$ cat src/rtl/leaf_packet_injector.sv
// Leaf-to-BFT packet injector: arbitrates NUM_SRC output-stream sources round-robin,
// wraps each word with its configured (leaf, port) destination and holds it until accepted.
module leaf_packet_injector #(
  parameter int unsigned PACKET_BITS   = 97,
  parameter int unsigned NUM_LEAF_BITS = 6,
  parameter int unsigned NUM_PORT_BITS = 4,
  parameter int unsigned NUM_SRC       = 4,
  parameter int unsigned SRC_IDX_BITS  = 2
) (
  input  logic                     clk,
  input  logic                     reset,
  input  logic [NUM_SRC-1:0]       src_valid,
  input  logic [NUM_SRC*32-1:0]    src_data,
  output logic [NUM_SRC-1:0]       src_ready,
  input  logic                     cfg_wr_en,
  input  logic [SRC_IDX_BITS-1:0]  cfg_src,
  input  logic [NUM_LEAF_BITS-1:0] cfg_leaf,
  input  logic [NUM_PORT_BITS-1:0] cfg_port,
  output logic [PACKET_BITS-1:0]   dout_leaf_interface2bft,
  input  logic                     resend,
  output logic [15:0]              pkt_count
);

  localparam int unsigned WORD_BITS = 32;
  localparam int unsigned VLD_BIT   = PACKET_BITS - 1;
  localparam int unsigned PAD_BITS  = PACKET_BITS - 1 - NUM_LEAF_BITS - NUM_PORT_BITS - WORD_BITS;

  logic [NUM_LEAF_BITS-1:0] tbl_leaf [NUM_SRC];
  logic [NUM_PORT_BITS-1:0] tbl_port [NUM_SRC];
  logic [NUM_SRC-1:0]       tbl_dvld;

  logic [SRC_IDX_BITS-1:0]  rr_ptr;
  logic [SRC_IDX_BITS-1:0]  rr_ptr_next;
  logic [NUM_SRC-1:0]       eligible;
  logic [NUM_SRC-1:0]       grant;
  logic [SRC_IDX_BITS-1:0]  grant_idx;
  logic                     found;
  logic                     slot_free;
  logic                     dout_accept;
  logic                     cfg_ok;
  logic [WORD_BITS-1:0]     grant_word;
  logic [PACKET_BITS-1:0]   grant_pkt;
  int unsigned              idx;

  assign slot_free   = !dout_leaf_interface2bft[VLD_BIT] || !resend;
  assign dout_accept = dout_leaf_interface2bft[VLD_BIT] && !resend;
  assign eligible    = src_valid & tbl_dvld;

  // Round-robin search starting at rr_ptr and wrapping; only when the output slot frees up.
  always_comb begin
    grant     = '0;
    grant_idx = '0;
    found     = 1'b0;
    idx       = 0;
    if (!reset && slot_free) begin
      for (int unsigned k = 0; k < NUM_SRC; k++) begin
        idx = (32'(rr_ptr) + k) % NUM_SRC;
        if (!found && eligible[idx]) begin
          found      = 1'b1;
          grant[idx] = 1'b1;
          grant_idx  = SRC_IDX_BITS'(idx);
        end
      end
    end
  end

  assign src_ready   = grant;
  assign rr_ptr_next = (32'(grant_idx) == NUM_SRC - 1) ? '0 : grant_idx + SRC_IDX_BITS'(1);
  assign grant_word  = src_data[32'(grant_idx)*WORD_BITS +: WORD_BITS];
  assign grant_pkt   = {1'b1, tbl_leaf[grant_idx], tbl_port[grant_idx], {PAD_BITS{1'b0}}, grant_word};

  // Only ports 2..8 name a real destination; anything else leaves the entry untouched.
  assign cfg_ok = cfg_wr_en && (32'(cfg_src) < NUM_SRC) &&
                  (32'(cfg_port) >= 32'd2) && (32'(cfg_port) <= 32'd8);

  always_ff @(posedge clk) begin
    if (reset) begin
      dout_leaf_interface2bft <= '0;
      pkt_count               <= '0;
      rr_ptr                  <= '0;
      tbl_dvld                <= '0;
      for (int unsigned i = 0; i < NUM_SRC; i++) begin
        tbl_leaf[i] <= '0;
        tbl_port[i] <= '0;
      end
    end else begin
      if (found) begin
        dout_leaf_interface2bft <= grant_pkt;
        rr_ptr                  <= rr_ptr_next;
      end else if (dout_accept) begin
        dout_leaf_interface2bft <= '0;
      end
      if (dout_accept) begin
        pkt_count <= pkt_count + 16'd1;
      end
      if (cfg_ok) begin
        tbl_leaf[cfg_src] <= cfg_leaf;
        tbl_port[cfg_src] <= cfg_port;
        tbl_dvld[cfg_src] <= 1'b1;
      end
    end
  end

endmodule
$ cat config.mk
export PLATFORM = sky130hd
export DESIGN_NAME = leaf_packet_injector
export DESIGN_NICKNAME = d
export VERILOG_FILES = /design/src/rtl/leaf_packet_injector.sv
export SDC_FILE = /design/constraint.sdc
export NUM_CORES = 1
export LEC_CHECK = 0
export CAP_MARGIN = 5
export CORE_MARGIN = 5
export CORE_UTILIZATION = 46
export DETAILED_ROUTE_END_ITERATION = 10
export HOLD_SLACK_MARGIN = 0.08
export PLACE_DENSITY = 0.87
export SYNTH_ARGS = -nofsm -noshare
export SYNTH_HDL_FRONTEND = slang
export SYNTH_SLANG_ARGS = --single-unit
$ cat constraint.sdc
create_clock -name clk -period 5.7 [get_ports clk]
set_input_delay 1.14 -clock clk [delete_from_list [all_inputs] [get_ports clk]]
set_output_delay 1.14 -clock clk [all_outputs]
set_load 0.03 [all_outputs]
==> flow_summary.toml, run 1 <==
[status]
status = "finished, final reports clean"

[placement]
dp_hpwl_um = 12800
gp_congestion = 0.878
io_buffer_count = 210

[synth]
ys.flop_type = "dfxtp_1"
netlist_top_cells_count = "nand2_1, mux2i_1, dfxtp_1"
yosys.area.top_type = "dfxtp_1"
ys_ff_latch = 105
synth-adder-area-share_pct = 1.90
synthCells = 597
muxShareOfSynthArea_pct = 14.7
synth_edf_count = 40
syn-cell-area_um2 = 5930
synth_xor_xnor_area_share_pct = 2.22
synth_compound_area_share_pct = 12.1
synth-async-reset-ratio_pct = 0
synth_top_area_share_pct = 21.9
yosysSeqAreaShare_pct = 42.2
synth_area_leaders = "dfxtp_1, edfxtp_1, mux2i_1, a32o_1, buf_4"
synthSimpleGateAreaFrac_pct = 16.2
post-synth-top-count-cell = "nand2_1"
synth_top_family_by_area = "simple AND/OR/NAND/NOR gates"
yosys_warnings = 0
yosys.cell_types.count = 47
syn_area_per_cell_um2 = 9.93

[finish]
postLayoutCoreUtil_pct = 65.2
fillers = 1018
multi_input_area_um2 = 3010
area_delta_synth_final_pct = 38.7
drive_gt1_share_pct = 4.53
n_antenna_cell = 0
fin_nets = 946
seq_area_um2 = 2500

[global_route]
grt.total_usage_pct = 21.2
antenna_found_initial = 0
grt_pass1_wl_um = 25200
overflow = 0
grt_max_degree = 86
grt_pass1_vias = 5110

[clock_network]
cts_setup_buffers = 0
cts.clk_slew.worst_paths_ns = 0.08
cts-resized-gates = 0
cts_tree = "yes"
cts-buffers-inserted = 9
worstSkewPairLatency_ns = 0.34
htreeDepth = 3
cts_hold_buf = 0
root_buffer = "clkbuf_16"
cts_sinks = 105
clockBufferDepth = 2

[sta]
slew_violations = 0
hold_violations = 0
fin_crit_ns = 5.00
final.period_utilization_pct = 87.6
setup_viol = 0
rsz0062_at_grt = "false"
maxSlewHeadroom_pct = 29.5
fin_skew_ns = 0.00486
max_slew.worst_pin.slew_ns = 1.05
max_freq_ghz = 0.200
fin_setup_tns_ns = 0

[floorplan]
die_area_um2 = 15300
coreArea_um2 = 12600
dieWidth_um = 124
die_h_um = 124
io_pins = 265
num_rows = 41
start_util_pct = 47.0

[hold_path]
hp-class = "flop to flop"
min_from = "dout_leaf_interface2bft[20]$_SDFFE_PP0P_"

[setup_path]
endpoint = "src_ready[0]"
r2r_cells = 10
worstSetupPathType = "input port to output port"
startpoint = "src_valid[3]"
r2r_start = "rr_ptr[0]$_SDFFE_PP0P_"
worstPathArrival_ns = 3.86
startpoint_type = "input port"
path_max_fanout = 9
required_ns = 4.56
worstReg2RegEnd = "dout_leaf_interface2bft[9]$_SDFFE_PP0P_"
cp-end-kind = "output port"
r2r_slack_ns = 2.05

[routing]
avgViaCountPerCell = 5.30
num_vias = 5124
drcViolationCount = 0
post_drt_wl_per_cell_um = 17.7
drt_iter0_markers = 346
drt.antenna.violating_nets = 0
firstDrtPassIters = 5
postRouteWirelength_um = 17100

[power_and_ir_drop]
power_uw = 1850
peakVddDrop_uv = 126
powerDensity_nw_per_um2 = 225
p_leak_uw = 0.00365

[job]
maxCapViolations = 0
## layout by cell type (no fill, tap or decap), drive strengths merged, types with 6 or more instances in the layout
master	n
clkdlybuf4s50	210
xor2	8
edfxtp	40
mux2i	85
dfxtp	65
nand2	104
inv	9
a32o	42
clkbuf	9
conb	54
xnor2	7
a21oi	10
nor2	27
and2	44
nand3	7
buf	9
ha	9
o21ai	6
## power by group
part	total (µW)	switching [µW]	internal, µW
combinational	407	219	188
clock	603	297	307
sequential	840	24.1	816
total	1850	540	1310
## routing by layer
metal  wire (µm)  track usage, %
met2        8730            38.2
met5           0               0
met1        6270            23.8
met4         494            9.83
met3        1630            4.62
## worst max-delay path, stage by stage
cell	delay, ns
clkdlybuf4s50_1	0.42
and2_1	0.26
mux4_2	0.53
a211oi_1	0.44
a222oi_1	0.20
a21oi_1	0.17
clkdlybuf4s50_1	0.69
## cells by family after synthesis
kind of cell / Yosys count
compound gates: 79
xor+xnor: 15
other cells: 1
flops: 105
fa+ha+maj: 9
simple gates: 206
buf+inv: 96
mux: 86
## worst min-delay path by stage
stage / end / slack (ns) / cells after the start
floorplan: tbl_dvld[1]$_SDFFE_PP0P_ / 0.44 / 1
global placement: dout_leaf_interface2bft[13]$_SDFFE_PP0P_ / 0.45 / 1
detailed placement: dout_leaf_interface2bft[3]$_SDFFE_PP0P_ / 0.45 / 1
CTS: dout_leaf_interface2bft[3]$_SDFFE_PP0P_ / 0.47 / 1
global route: dout_leaf_interface2bft[6]$_SDFFE_PP0P_ / 0.48 / 1
finish: dout_leaf_interface2bft[20]$_SDFFE_PP0P_ / 0.47 / 1
## metrics by stage
step	instance area, µm²	hold WS [ns]	setup slack (ns)	std cells
2_1_floorplan	6130	0.440	1.65	650
3_3_place_gp	7940	0.447	0.837	950
3_5_place_dp	7940	0.455	0.745	950
4_1_cts	8220	0.472	0.735	966
5_1_grt	8220	0.482	0.551	966
6_report	8220	0.470	0.705	966
## sequential cells by signal, indices dropped and copies added (netlist names)
name and flops:
rr_ptr 2, dout_leaf_interface2bft 43, tbl_leaf 24, pkt_count 16, tbl_port 16, tbl_dvld 4
## final cells by class
class                           count  share of cell area [%]
Multi-Input combinational cell    449                    36.6
Sequential cell                   105                    30.4
Timing Repair Buffer              219                    26.7
Clock buffer                        9                    2.74
Tap cell                          172                    2.62
Clock inverter                      7                   0.730
Inverter                            5                   0.228
Note: power is estimated with default switching activity, not from simulation.
==> inputs of run 2 (changes only) <==
- PLACE_DENSITY: 0.87 -> 0.95
==> run 2 against run 1 <==
Sequential cell count unchanged. Fmax rose by 0.84%. Largest power group unchanged. Final cell count grew 0.62%. First-iteration DRC count decreased by 26%. Sequential power barely moved. Non-clock buffer count increased by 1. Core utilization up 0.34 points. Power grew 2.5%. Global-route usage decreased by 0.21 points. Worst setup slack better by 0.042 ns.
==> flow_summary.toml, run 2 (synthesized netlist as in run 1, its figures left out) <==
[routing]
postRouteWirelength_um = 17000
post_drt_wl_per_cell_um = 17.5
drcViolationCount = 0
firstDrtPassIters = 6
drt.antenna.violating_nets = 0
avgViaCountPerCell = 5.22
drt_iter0_markers = 257
num_vias = 5073

[floorplan]
die_h_um = 124
io_pins = 265
dieWidth_um = 124
die_area_um2 = 15300
start_util_pct = 47.0
coreArea_um2 = 12600
num_rows = 41

[setup_path]
path_depth = 7
worstPathArrival_ns = 3.81
r2r_cells = 10
worstPathCellList = "clkdlybuf4s50_1 -> and2_1 -> mux4_2 -> a211oi_1 -> a222oi_1 -> a21oi_1 -> clkdlybuf4s50_1"
cp_top_family = "buffers and inverters"
crit_buf_inv = 2
path_max_fanout = 9
crit_slowest_cell = "clkdlybuf4s50_1"
required_ns = 4.56
worstSetupPathType = "input port to output port"
cp-end-kind = "output port"
max_stage_delay_ns = 0.69
crit_path_frequent_cell = "clkdlybuf4s50_1"
startpoint_type = "input port"

[sta]
hold_ws_ns = 0.466
fin_crit_ns = 4.95
hold_violations = 0
rsz0062_at_grt = "false"
max_slew.worst_pin.slew_ns = 1.18
maxSlewHeadroom_pct = 21.4
max_freq_ghz = 0.202
setup_viol = 0
fin_skew_ns = 0.00767
fin_setup_tns_ns = 0
final.period_utilization_pct = 86.9
slew_violations = 0

[clock_network]
clockBufferDepth = 2
cts-resized-gates = 0
cts_setup_buffers = 0
cts-buffers-inserted = 9
cts_hold_buf = 0
cts_sinks = 105
cts.clk_slew.worst_paths_ns = 0.07
htreeDepth = 3
root_buffer = "clkbuf_16"
worstSkewPairLatency_ns = 0.35
cts_tree = "yes"

[global_route]
overflow = 0
grt_pass1_wl_um = 24600
antenna_found_initial = 4
grt.total_usage_pct = 21.0
grt_max_degree = 63
grt_pass1_vias = 4857

[finish]
reg.largest.list = "dout_leaf_interface2bft: 43 flops, tbl_leaf: 24 flops"
layout_commonest_cell = "clkdlybuf4s50_1"
area_delta_synth_final_pct = 39.4
fillers = 991
largest_reg_flops = 43
final_cell_mix = "clkdlybuf4s50_1, nand2_1, mux2i_1, dfxtp_1, conb_1"
top_register = "dout_leaf_interface2bft"
final_area_um2 = 8270
drive_gt1_share_pct = 4.65
fin_nets = 947

[hold_path]
holdPathStages = 1
hp-class = "flop to flop"

[placement]
dp_hpwl_um = 12700
place_area_um2 = 7930
gp_congestion = 0.905
io_buffer_count = 210

[job]
maxCapViolations = 0

[power_and_ir_drop]
peakVddDrop_uv = 290
p_leak_uw = 0.00366
powerDensity_nw_per_um2 = 230

[status]
status = "finished, final reports clean"
run 2: cell types whose count changed in the layout (fill, tap and decap cells not counted), sizes merged:
cell    change
diode       +5
inv         -2
buf         +1
bufinv      +1
clkinv      +1
run 2: final timing paths:
kind | start | to | slack (ns)
setup / recovery | src_valid[3] | src_ready[3] | 0.75
setup reg to reg | rr_ptr[0]$_SDFFE_PP0P_ | dout_leaf_interface2bft[15]$_SDFFE_PP0P_ | 1.81
hold / removal | dout_leaf_interface2bft[27]$_SDFFE_PP0P_ | dout_leaf_interface2bft[27]$_SDFFE_PP0P_ | 0.47
hold reg to reg | dout_leaf_interface2bft[27]$_SDFFE_PP0P_ | dout_leaf_interface2bft[27]$_SDFFE_PP0P_ | 0.47
run 2: final cells by class:
type                            count  area [µm²]  area share (%)
Inverter                            5        18.8           0.227
Antenna cell                        5        12.5           0.151
Clock inverter                      7        95.1            1.15
Multi-Input combinational cell    449        3010            36.4
Tap cell                          172         215            2.60
Timing Repair Buffer              220        2190            26.5
Clock buffer                        9         225            2.72
Sequential cell                   105        2500            30.3
run 2: stage by stage:
| stage | std cells | power (µW) | setup slack (ns) | utilization, % |
|---|---|---|---|---|
| finish | 972 | 1900 | 0.746 | 65.5 |
| global placement | 951 | 1250 | 0.849 | 62.9 |
| CTS | 967 | 1910 | 0.810 | 65.4 |
| floorplan | 650 | 1110 | 1.65 | - |
| detailed placement | 951 | 1260 | 0.804 | 62.9 |
| global route | 971 | 1980 | 0.545 | 65.5 |
run 2: where the power goes:
group	internal [µW]	switching [µW]	total (µW)
logic	186	218	404
registers	816	23.8	840
clock network	354	300	654
run 2: metal layers:
| metal | vias to the layer above | track usage [%] | part of all wire, % |
|---|---|---|---|
| met1 | 2371 | 23.0 | 36 |
| met3 | 41 | 7.41 | 10 |
| li1 | 2408 | - | - |
| met5 | - | 0 | 0 |
| met2 | 253 | 35.8 | 50 |
| met4 | 0 | 10.7 | 3.3 |
